### src/rtl/symbol_decode.sv
// symbol_decode
//
// Turns a stream of measured line symbols (level + length in clk cycles) into
// bytes. A long low symbol (SYNC) opens a frame. Inside a frame, each high
// pulse carries one bit: a SHORT pulse is 0 and a LONG pulse is 1, MSB first.
// Low SHORT symbols are gaps between bits. After eight bits the byte is held
// on a valid/ready handshake while the symbol input is stalled.
//
// State table
//   state | meaning
//   IDLE  | waiting for SYNC; all other symbols are discarded silently
//   DATA  | inside a frame, collecting bits
//   HOLD  | full byte presented downstream, symbol input stalled
//
// Optional feature: define SYMBOL_DECODE_STAT_EN to add an 8-bit saturating
// error counter output (err_cnt_o).
//
// Ports
//   clk_i       single clock, rising edge
//   rst_i       synchronous active-high reset
//   sym_vld_i   measured symbol valid
//   sym_rdy_o   symbol accepted when sym_vld_i && sym_rdy_o (state only)
//   sym_lvl_i   line level of the symbol (1 = high pulse)
//   sym_len_i   symbol length in clk cycles
//   byte_vld_o  decoded byte valid
//   byte_rdy_i  downstream ready
//   byte_dat_o  decoded byte, first received bit in bit 7
//   err_pls_o   one-cycle pulse on framing/width error
//   err_cnt_o   saturating error count (SYMBOL_DECODE_STAT_EN only)

module symbol_decode #(
    parameter int LEN_W     = 16,
    parameter int SHORT_MIN = 8,
    parameter int SHORT_MAX = 12,
    parameter int LONG_MIN  = 16,
    parameter int LONG_MAX  = 24,
    parameter int SYNC_MIN  = 40
) (
    input  logic             clk_i,
    input  logic             rst_i,
    input  logic             sym_vld_i,
    output logic             sym_rdy_o,
    input  logic             sym_lvl_i,
    input  logic [LEN_W-1:0] sym_len_i,
    output logic             byte_vld_o,
    input  logic             byte_rdy_i,
    output logic [7:0]       byte_dat_o,
    output logic             err_pls_o
`ifdef SYMBOL_DECODE_STAT_EN
    ,
    output logic [7:0]       err_cnt_o
`endif
);

    localparam logic [LEN_W-1:0] SHORT_MIN_L = LEN_W'(SHORT_MIN);
    localparam logic [LEN_W-1:0] SHORT_MAX_L = LEN_W'(SHORT_MAX);
    localparam logic [LEN_W-1:0] LONG_MIN_L  = LEN_W'(LONG_MIN);
    localparam logic [LEN_W-1:0] LONG_MAX_L  = LEN_W'(LONG_MAX);
    localparam logic [LEN_W-1:0] SYNC_MIN_L  = LEN_W'(SYNC_MIN);

    typedef enum logic [1:0] {
        ST_IDLE = 2'd0,
        ST_DATA = 2'd1,
        ST_HOLD = 2'd2
    } state_t;

    state_t     state_q, state_d;
    logic [2:0] bit_cnt_q, bit_cnt_d;
    logic [6:0] shift_q, shift_d;      // only 7 bits need storing; bit 8 goes straight to byte_dat
    logic [7:0] byte_dat_q, byte_dat_d;
    logic       byte_vld_q, byte_vld_d;
    logic       err_pls_q, err_pls_d;

    logic is_short, is_long, is_sync, sym_acc;

    always_comb begin
        is_short = (sym_len_i >= SHORT_MIN_L) && (sym_len_i <= SHORT_MAX_L);
        is_long  = (sym_len_i >= LONG_MIN_L)  && (sym_len_i <= LONG_MAX_L);
        is_sync  = !sym_lvl_i && (sym_len_i >= SYNC_MIN_L);
    end

    assign sym_rdy_o = (state_q != ST_HOLD);
    assign sym_acc   = sym_vld_i && sym_rdy_o;

    always_comb begin
        state_d    = state_q;
        bit_cnt_d  = bit_cnt_q;
        shift_d    = shift_q;
        byte_dat_d = byte_dat_q;
        byte_vld_d = byte_vld_q;
        err_pls_d  = 1'b0;

        unique case (state_q)
            ST_IDLE: begin
                if (sym_acc && is_sync) begin
                    state_d   = ST_DATA;
                    bit_cnt_d = 3'd0;
                    shift_d   = 7'd0;
                end
            end

            ST_DATA: begin
                if (sym_acc) begin
                    if (sym_lvl_i && (is_short || is_long)) begin
                        if (bit_cnt_q == 3'd7) begin
                            byte_dat_d = {shift_q, is_long};
                            byte_vld_d = 1'b1;
                            bit_cnt_d  = 3'd0;
                            shift_d    = 7'd0;
                            state_d    = ST_HOLD;
                        end else begin
                            shift_d   = {shift_q[5:0], is_long};
                            bit_cnt_d = bit_cnt_q + 3'd1;
                        end
                    end else if (!sym_lvl_i && is_short) begin
                        // inter-bit gap, nothing to do
                    end else if (is_sync) begin
                        // resync mid-frame: drop partial bits silently
                        bit_cnt_d = 3'd0;
                        shift_d   = 7'd0;
                    end else begin
                        // BAD width, over-long high pulse, or LONG low gap
                        err_pls_d = 1'b1;
                        bit_cnt_d = 3'd0;
                        shift_d   = 7'd0;
                        state_d   = ST_IDLE;
                    end
                end
            end

            ST_HOLD: begin
                if (byte_rdy_i) begin
                    byte_vld_d = 1'b0;
                    state_d    = ST_DATA;
                end
            end

            default: begin
                state_d = ST_IDLE;
            end
        endcase
    end

    always_ff @(posedge clk_i) begin
        if (rst_i) begin
            state_q    <= ST_IDLE;
            bit_cnt_q  <= 3'd0;
            shift_q    <= 7'd0;
            byte_dat_q <= 8'd0;
            byte_vld_q <= 1'b0;
            err_pls_q  <= 1'b0;
        end else begin
            state_q    <= state_d;
            bit_cnt_q  <= bit_cnt_d;
            shift_q    <= shift_d;
            byte_dat_q <= byte_dat_d;
            byte_vld_q <= byte_vld_d;
            err_pls_q  <= err_pls_d;
        end
    end

    assign byte_vld_o = byte_vld_q;
    assign byte_dat_o = byte_dat_q;
    assign err_pls_o  = err_pls_q;

`ifdef SYMBOL_DECODE_STAT_EN
    logic [7:0] err_cnt_q;

    always_ff @(posedge clk_i) begin
        if (rst_i) begin
            err_cnt_q <= 8'd0;
        end else if (err_pls_q && (err_cnt_q != 8'hFF)) begin
            err_cnt_q <= err_cnt_q + 8'd1;
        end
    end

    assign err_cnt_o = err_cnt_q;
`endif

endmodule

### config.mk
export PLATFORM = sky130hd
export DESIGN_NAME = symbol_decode
export DESIGN_NICKNAME = d
export VERILOG_FILES = /design/src/rtl/symbol_decode.sv
export SDC_FILE = /design/constraint.sdc
export NUM_CORES = 1
export LEC_CHECK = 0
export CAP_MARGIN = 20
export CORE_UTILIZATION = 47
export CTS_CLUSTER_SIZE = 20
export DETAILED_ROUTE_END_ITERATION = 7
export GPL_ROUTABILITY_DRIVEN = 0
export MAX_ROUTING_LAYER = met4
export PLACE_DENSITY_LB_ADDON = 0.08
export SYNTH_ARGS = -nofsm -noshare
export SYNTH_HDL_FRONTEND = slang
export SYNTH_SLANG_ARGS = --single-unit
### constraint.sdc
create_clock -name clk_i -period 2.46 [get_ports clk_i]
set_input_delay 0.492 -clock clk_i [delete_from_list [all_inputs] [get_ports clk_i]]
set_output_delay 0.492 -clock clk_i [all_outputs]
set_load 0.05 [all_outputs]
# Yosys cells after proc, flatten, opt, wreduce, memory -nomap -nowiden
# Index checks and enable logic that the tools add are counted.
# word_totals
out_inout_bits,11
input_bits,21
register_bits,22
elab_cells,69
# classes
add_sub_neg,1
reduce_logical,17
n_mux,26
n_eq_ne,12
bitwise_logic,2
order_cmp,5
# op_table
cell,count
$mux 7,5
$ge 16x4->1 const B,1
$ge 16x5->1 const B,1
$ge 16x6->1 const B,1
$le 16x4->1 const B,1
$le 16x5->1 const B,1
$mux 3,5
$mux 2,7
$pmux 7 s2,1
$ne 2x2->1 const B,6
$ne 3x3->1 const B,3
$reduce_and 4->1,2
$logic_and 1x1->1,7
$pmux 2 s3,1
$pmux 3 s2,1
$reduce_and 6->1,1
$mux 1,5
$reduce_and 5->1,1
$reduce_or 5->1,1
$reduce_bool 2->1,2
$add 3x1->3 const B,1
$eq 3x3->1 const B,1
$eq 2x1->1 const B,1
$eq 2x2->1 const B,1
5 further kinds,6

# Logic depth before layout (Yosys ltp)
# Gate-level depths: netlist (run 1).
# depth
depth_word,7
ltp_mapped,7
depth_no_buf,7

# Worst setup path before layout (run 1)
# OpenSTA, ideal clock, no wires.
# synth_path
path_type,input to register
startpoint,in sym_len_i[11]
endpoint,"reg byte_dat_q[1], in the netlist byte_dat_o[1]"
required_time_ns,2.332
path_buffers,0
setup_ns,0.128
arrival_time_ns,1.935
slack_ns,0.397
path_stages,5
path_cell_list,nor4_4 > nand4_1 > a2111oi_4 > mux2i_1 > nor2_1
# synth_between
elab_chain_len,5
word_cells_on_any_way,9
cone_classes,order compare: 4; reduce/logical: 5
# synth_lines
element,line,text
"start, declared",44,"input logic [LEN_W-1:0] sym_len_i,"
"$ge 16x4->1, or another cell as far along",77,is_short = (sym_len_i >= SHORT_MIN_L) && (sym_len_i <= SHORT_MAX_L);
"$logic_and 1x1->1, on equally long branches","77, 78",
$logic_or 1x1->1 *,104,if (sym_lvl_i && (is_short || is_long)) begin
$logic_and 1x1->1 *,104,
$reduce_and 4->1 (no source line) *,n/a,
"end signal, assigned",156,byte_dat_q <= byte_dat_d;
"end, declared",70,"logic [7:0] byte_dat_q, byte_dat_d;"
# Every way passes the cells marked *; elsewhere a longest branch is shown, timed or not.
# A chain may end at the register's enable or synchronous reset.

# Worst setup path after layout (run 1)
# layout_path
startpoint,reg state_q[0]
endpoint,out sym_rdy_o
# layout_between
elab_chain_len,1
# layout_lines
element,line,text
"start, declared",67,"state_t state_q, state_d;"
"start signal, assigned",153,state_q <= state_d;
$ne 2x2->1,82,assign sym_rdy_o = (state_q != ST_HOLD);
"end, declared",42,"output logic sym_rdy_o,"
# Every way passes these cells.

==> flow_metrics.tcl, run 1 <==
set metrics [dict create \
    status "complete, no violations" \
    holdBufCountCts 0 \
    synth_top_area_share_pct 37.13 \
    hold_violations 0 \
    cp-start-kind "register" \
    maxUsedRoutingLayer "met4" \
    total_power_mw 0.6615 \
    grt_util_all_layers_pct 23.91 \
    synth_compound_area_share_pct 15.51 \
    synth.area.mux_share_pct 14.45 \
    seqPwrFrac_pct 54.5 \
    cts_resized 0 \
    rsz0062_at_grt "false" \
    fin_area_sq_um 1620 \
    ys_ff_latch 22 \
    pin_count 32 \
    setup_viol 0 \
    grt_pass1_wl_um 4657 \
    synth_cell_types 39 \
    post-route-util_pct 70.53 \
    period_needed_ns 2.290 \
    rows 17 \
    portBuffers 31 \
    syn_area_sq_um 1186 \
    synth_simple_gate_area_share_pct 27.85 \
    yosys.area.top_type "dfxtp_1" \
    post_drt_wl_per_cell_um 13.89 \
    slew_headroom_pct 63.21 \
    fillCellCount 193 \
    cts_setup_buffers 0 \
    place_ws_ns -0.01102 \
    critPathMaxFanout 8 \
    dr.pass1.iters 4 \
    report.final.slew_viol_count 0 \
    cp-end-kind "output pin" \
    crit_chain "inv_2 -> nand2_1 -> clkdlybuf4s50_1" \
    yosys_most_used_dff "dfxtp_1" \
    combPwrFrac_pct 15.1 \
    antenna_found_initial 0 \
    yosysWarnings 0 \
    required_ns 1.97 \
    wl_met1_um 1270 \
    fin_skew_ns 0.001275 \
    async_reset_ff_share_pct 0 \
    synth_fa_ha_area_share_pct 2.110 \
    post-route-period-util_pct 93.08 \
    synth_xor_area_share_pct 0 \
    synth_top_family_by_area "simple AND/OR/NAND/NOR gates" \
    pwr_density_cell_nw_per_um2 408.3 \
    syn_nets 152 \
    max_cap_violations 0 \
    wl_um 2722 \
    ys_seq_area_share_pct 37.13 \
    synth_edf_count 0 \
    synthTopCellsByArea "dfxtp_1 37%, mux2i_1 14%, nand2_1 4.1%" \
    p_switching_mw 0.1621 \
    share_clk_of_total_power_pct 30.4 \
    drc_errors 0 \
    overflow 0 \
    p_int_mw 0.4994 \
    layout_common_cells "31 x clkdlybuf4s50_1, 22 x dfxtp_1, 16 x mux2i_1, 13 x nand2_1, 12 x nor2_1" \
    drive_above_1_share_pct 10.71 \
    tightest_slew_ns 0.5380 \
    cts_num_sinks 22 \
    vias_per_cell 5.587 \
    crit_arrival_ns 1.80 \
    fmax_ghz 0.4367 \
    syn2layout_area_growth_pct 36.60 \
    num_antenna_cells 0 \
    switching_share_pct 24.51 \
    clkLatencyLatePin_ns 0.30 \
    hold_slack_ns 0.4694 \
    min_path_type "register to register" \
    clockRootBuffer "clkbuf_4" \
    critPathKind "register to output pin" \
    grt_pass1_vias 1077 \
    total_leakage_power_nw 0.5883 \
    wl_met3_um 130 \
    max_stage_delay_ns 0.79 \
    coreArea_sq_um 2297 \
    numCtsBuffers 3 \
    die_h_um 52.24 \
    met2RoutedLength_um 1284 \
    cts_tree "built" \
    final_common_cell "clkdlybuf4s50_1" \
    via_count 1095 \
    die_w_um 52.24 \
    drt-initial-drc-count 9 \
    fp.dieArea_sq_um 2729 \
    grt_max_degree 17 \
    initial_core_util_pct 51.63 \
    h-tree-depth 1 \
    ant_nets 0 \
    cp_slowest_cell "clkdlybuf4s50_1" \
    nets 192 \
    clock_path_buffers 2 \
    ir_drop_uv 285.1 \
    hpwl_um 2098 \
    synth_area_per_cell_sq_um 9.195 \
    fin_ws_ns 0.1703 \
    place_area_sq_um 1584 \
    synth_cells 129 \
    path_clk_slew_ns 0.12 \
]
-- Yosys cell counts (all sizes together) (3+ instances only) --
cell     n
nand2b   6
a211oi   3
o21a     4
dfxtp   22
inv      4
a21oi    3
mux2i   16
nor2b    3
nor2    12
nor4     3
o21ai    3
nand2   13
nand3    8
nand4    3
-- power by group through the flow --
stage	clock [mW]	sequential (mW)	combinational, mW
finish	0.201	0.361	0.0997
floorplan	0	0.369	0.0417
global route	0.222	0.361	0.107
global placement	0	0.368	0.0961
detailed placement	0	0.368	0.0987
CTS	0.208	0.360	0.0990
-- final cells by class --
cell class                      instances  area, sq um  share of cell area [%]
Inverter                                4        15.01                  0.9266
Timing Repair Buffer                   39        382.9                   23.63
Tap cell                               28        35.03                   2.162
Sequential cell                        22        440.4                   27.18
Multi-Input combinational cell         99        710.7                   43.86
Clock buffer                            4        36.28                   2.239
-- worst max-delay path, delay by kind of cell, from the launching register on --
kind | cells | cell delay (ns)
flip-flops | 1 | 0.49
buffers and inverters | 2 | 0.92
AND/OR/NAND/NOR | 1 | 0.08
-- cells by family (layout without fill, tap and decap cells) --
| kind of cell | count (synthesis) | in the layout |
|---|---|---|
| buffers and inverters | 8 | 47 |
| adder cells (fa/ha/maj) | 2 | 2 |
| flip-flops | 22 | 22 |
| AO/OA/AOI/OAI | 23 | 23 |
| multiplexers | 17 | 17 |
| AND/OR/NAND/NOR | 57 | 57 |
-- routing by layer --
| metal | global-route usage (%) | vias up |
|---|---|---|
| met4 | 9.649 | 0 |
| met5 | - | - |
| li1 | - | 552 |
| met1 | 28.16 | 501 |
| met3 | 4.638 | 4 |
| met2 | 39.96 | 38 |
-- per-stage QoR --
stage	cells	TNS, ns
floorplan	129	0
global placement	192	0
detailed placement	192	-0.01510
CTS	196	0
global route	196	0
finish	196	0
-- final timing paths --
kind	start	slack (ns)	depth (start not counted)	to
setup / recovery	state_q[0]	0.17	3	sym_rdy_o
setup reg to reg	bit_cnt_q[0]	0.41	8	shift_q[1]
hold / removal	shift_q[6]	0.47	2	shift_q[6]
hold reg to reg	shift_q[6]	0.47	2	shift_q[6]
-- registers in the layout, indices dropped and copies added, names as in the netlist --
register / cells
err_pls_o: 1
bit_cnt_q: 3
state_q: 2
shift_q: 7
byte_vld_o: 1
byte_dat_o: 8
(Power assumes the default switching activity.)
==> inputs of run 2 (changes only) <==
--- a/config.mk
+++ b/config.mk
@@ -6,7 +6,9 @@
 export NUM_CORES = 1
 export LEC_CHECK = 0
 export CAP_MARGIN = 20
-export CORE_UTILIZATION = 47
+export CELL_PAD_IN_SITES_DETAIL_PLACEMENT = 1
+export CELL_PAD_IN_SITES_GLOBAL_PLACEMENT = 2
+export CORE_UTILIZATION = 28
 export CTS_CLUSTER_SIZE = 20
 export DETAILED_ROUTE_END_ITERATION = 7
 export GPL_ROUTABILITY_DRIVEN = 0
==> flow_metrics.tcl, run 2 (synthesis results as in run 1) <==
set metrics [dict create \
    grt_max_degree 17 \
    cts_tree "built" \
    pin_count 32 \
    coreArea_sq_um 4029 \
    overflow 0 \
    ant_nets 0 \
    required_ns 2.65 \
    holdBufCountCts 0 \
    cp-end-kind "register" \
    cts_setup_buffers 0 \
    hpwl_um 2673 \
    dr.pass1.iters 3 \
    initial_core_util_pct 29.44 \
    largest_register_ffs 8 \
    hold_depth 2 \
    clock_path_buffers 2 \
    path_clk_slew_ns 0.08 \
    syn2layout_area_growth_pct 43.78 \
    period_needed_ns 2.217 \
    rsz0062_at_grt "false" \
    regToRegSetupSlack_ns 0.39 \
    final_common_cell "clkdlybuf4s50_1" \
    cts_num_sinks 22 \
    die_h_um 67.09 \
    layout_common_cells "31 x clkdlybuf4s50_1, 22 x dfxtp_1, 16 x mux2i_1, 13 x nand2_1, 12 x nor2_1" \
    ir_drop_uv 285.0 \
    clkLatencyLatePin_ns 0.27 \
    grt_pass1_wl_um 5540 \
    report.final.slew_viol_count 0 \
    drive_above_1_share_pct 12.28 \
    num_antenna_cells 0 \
    h-tree-depth 1 \
    fin_skew_ns 0.006459 \
    critPathKind "input port to register" \
    status "complete, no violations" \
    numCtsBuffers 3 \
    reg2reg_to "shift_q[4]" \
    clockRootBuffer "clkbuf_8" \
    post_drt_wl_per_cell_um 15.44 \
    cp-start-kind "input port" \
    slew_headroom_pct 66.28 \
    post-route-period-util_pct 90.14 \
    reg2reg_from "bit_cnt_q[0]" \
    fmax_ghz 0.4510 \
    critPathLaunch "sym_len_i[7]" \
    critPathMaxFanout 8 \
    crit_arrival_ns 2.41 \
    vias_per_cell 5.167 \
    tns_ns 0 \
    grt_util_all_layers_pct 17.12 \
    die_w_um 67.09 \
    total_power_mw 0.8070 \
    tightest_slew_ns 0.5042 \
    hp-start "bit_cnt_q[2]" \
    max_cap_violations 0 \
    grt_pass1_vias 1179 \
    hold_violations 0 \
    via_count 1142 \
    min_to "bit_cnt_q[2]" \
    setup_viol 0 \
    total_leakage_power_nw 0.6183 \
    cts_resized 0 \
    antenna_found_initial 0 \
    pwr_density_cell_nw_per_um2 473.2 \
    drt-initial-drc-count 24 \
    wl_um 3412 \
    min_path_type "register to register" \
    r2r_cells 8 \
    drc_errors 0 \
    portBuffers 31 \
    fp.dieArea_sq_um 4500 \
    nets 195 \
    rows 23 \
]
==> run 2: worst max path at each step <==
stage                    endpoint  slack (ns)  cells after the start
floorplan           byte_dat_o[1]        0.40                      5
global placement    byte_dat_o[1]        0.03                      7
detailed placement     shift_q[4]       -0.06                      8
CTS                    shift_q[4]        0.21                      8
global route           shift_q[4]        0.11                      8
finish                 shift_q[4]        0.24                      8
==> run 2: through the flow <==
stage	cells	setup slack [ns]	hold WS [ns]	area, sq um	util (%)
6_report	221	0.2426	0.4664	1705	42.33
5_1_grt	221	0.1147	0.4944	1705	42.33
4_1_cts	221	0.2052	0.4731	1705	42.33
3_5_place_dp	217	-0.06192	0.4584	1634	40.56
3_3_place_gp	217	0.03181	0.4484	1634	40.56
2_1_floorplan	129	0.3974	0.4344	1186	-
==> run 2: worst max-delay path: stages <==
cell	delay [ns]
clkdlybuf4s50_1	0.45
nor4_4	0.35
buf_4	0.17
nand4_1	0.12
a211oi_2	0.34
buf_4	0.22
nand3_1	0.09
mux2i_1	0.17
==> run 2: cell type report <==
class	count	area, sq um
Timing Repair Buffer	42	405.4
Clock inverter	1	30.03
Tap cell	50	62.56
Sequential cell	22	440.4
Inverter	4	15.01
Fill cell	473	2323
Clock buffer	3	41.29
Multi-Input combinational cell	99	710.7
==> run 2: per-layer routing <==
layer,routed length [um],global-route usage [%],up-vias
li1,-,-,553
met1,1432,18.28,556
met2,1738,30.50,26
met3,158,2.911,7
met4,81,7.713,0
met5,0,-,-
==> run 2: power by group <==
| group | switching, mW | total (mW) | internal, mW |
|---|---|---|---|
| Clock | 0.124 | 0.342 | 0.218 |
| Sequential | 0.00244 | 0.360 | 0.357 |
| Combinational | 0.0512 | 0.106 | 0.0545 |
| Total | 0.178 | 0.807 | 0.629 |
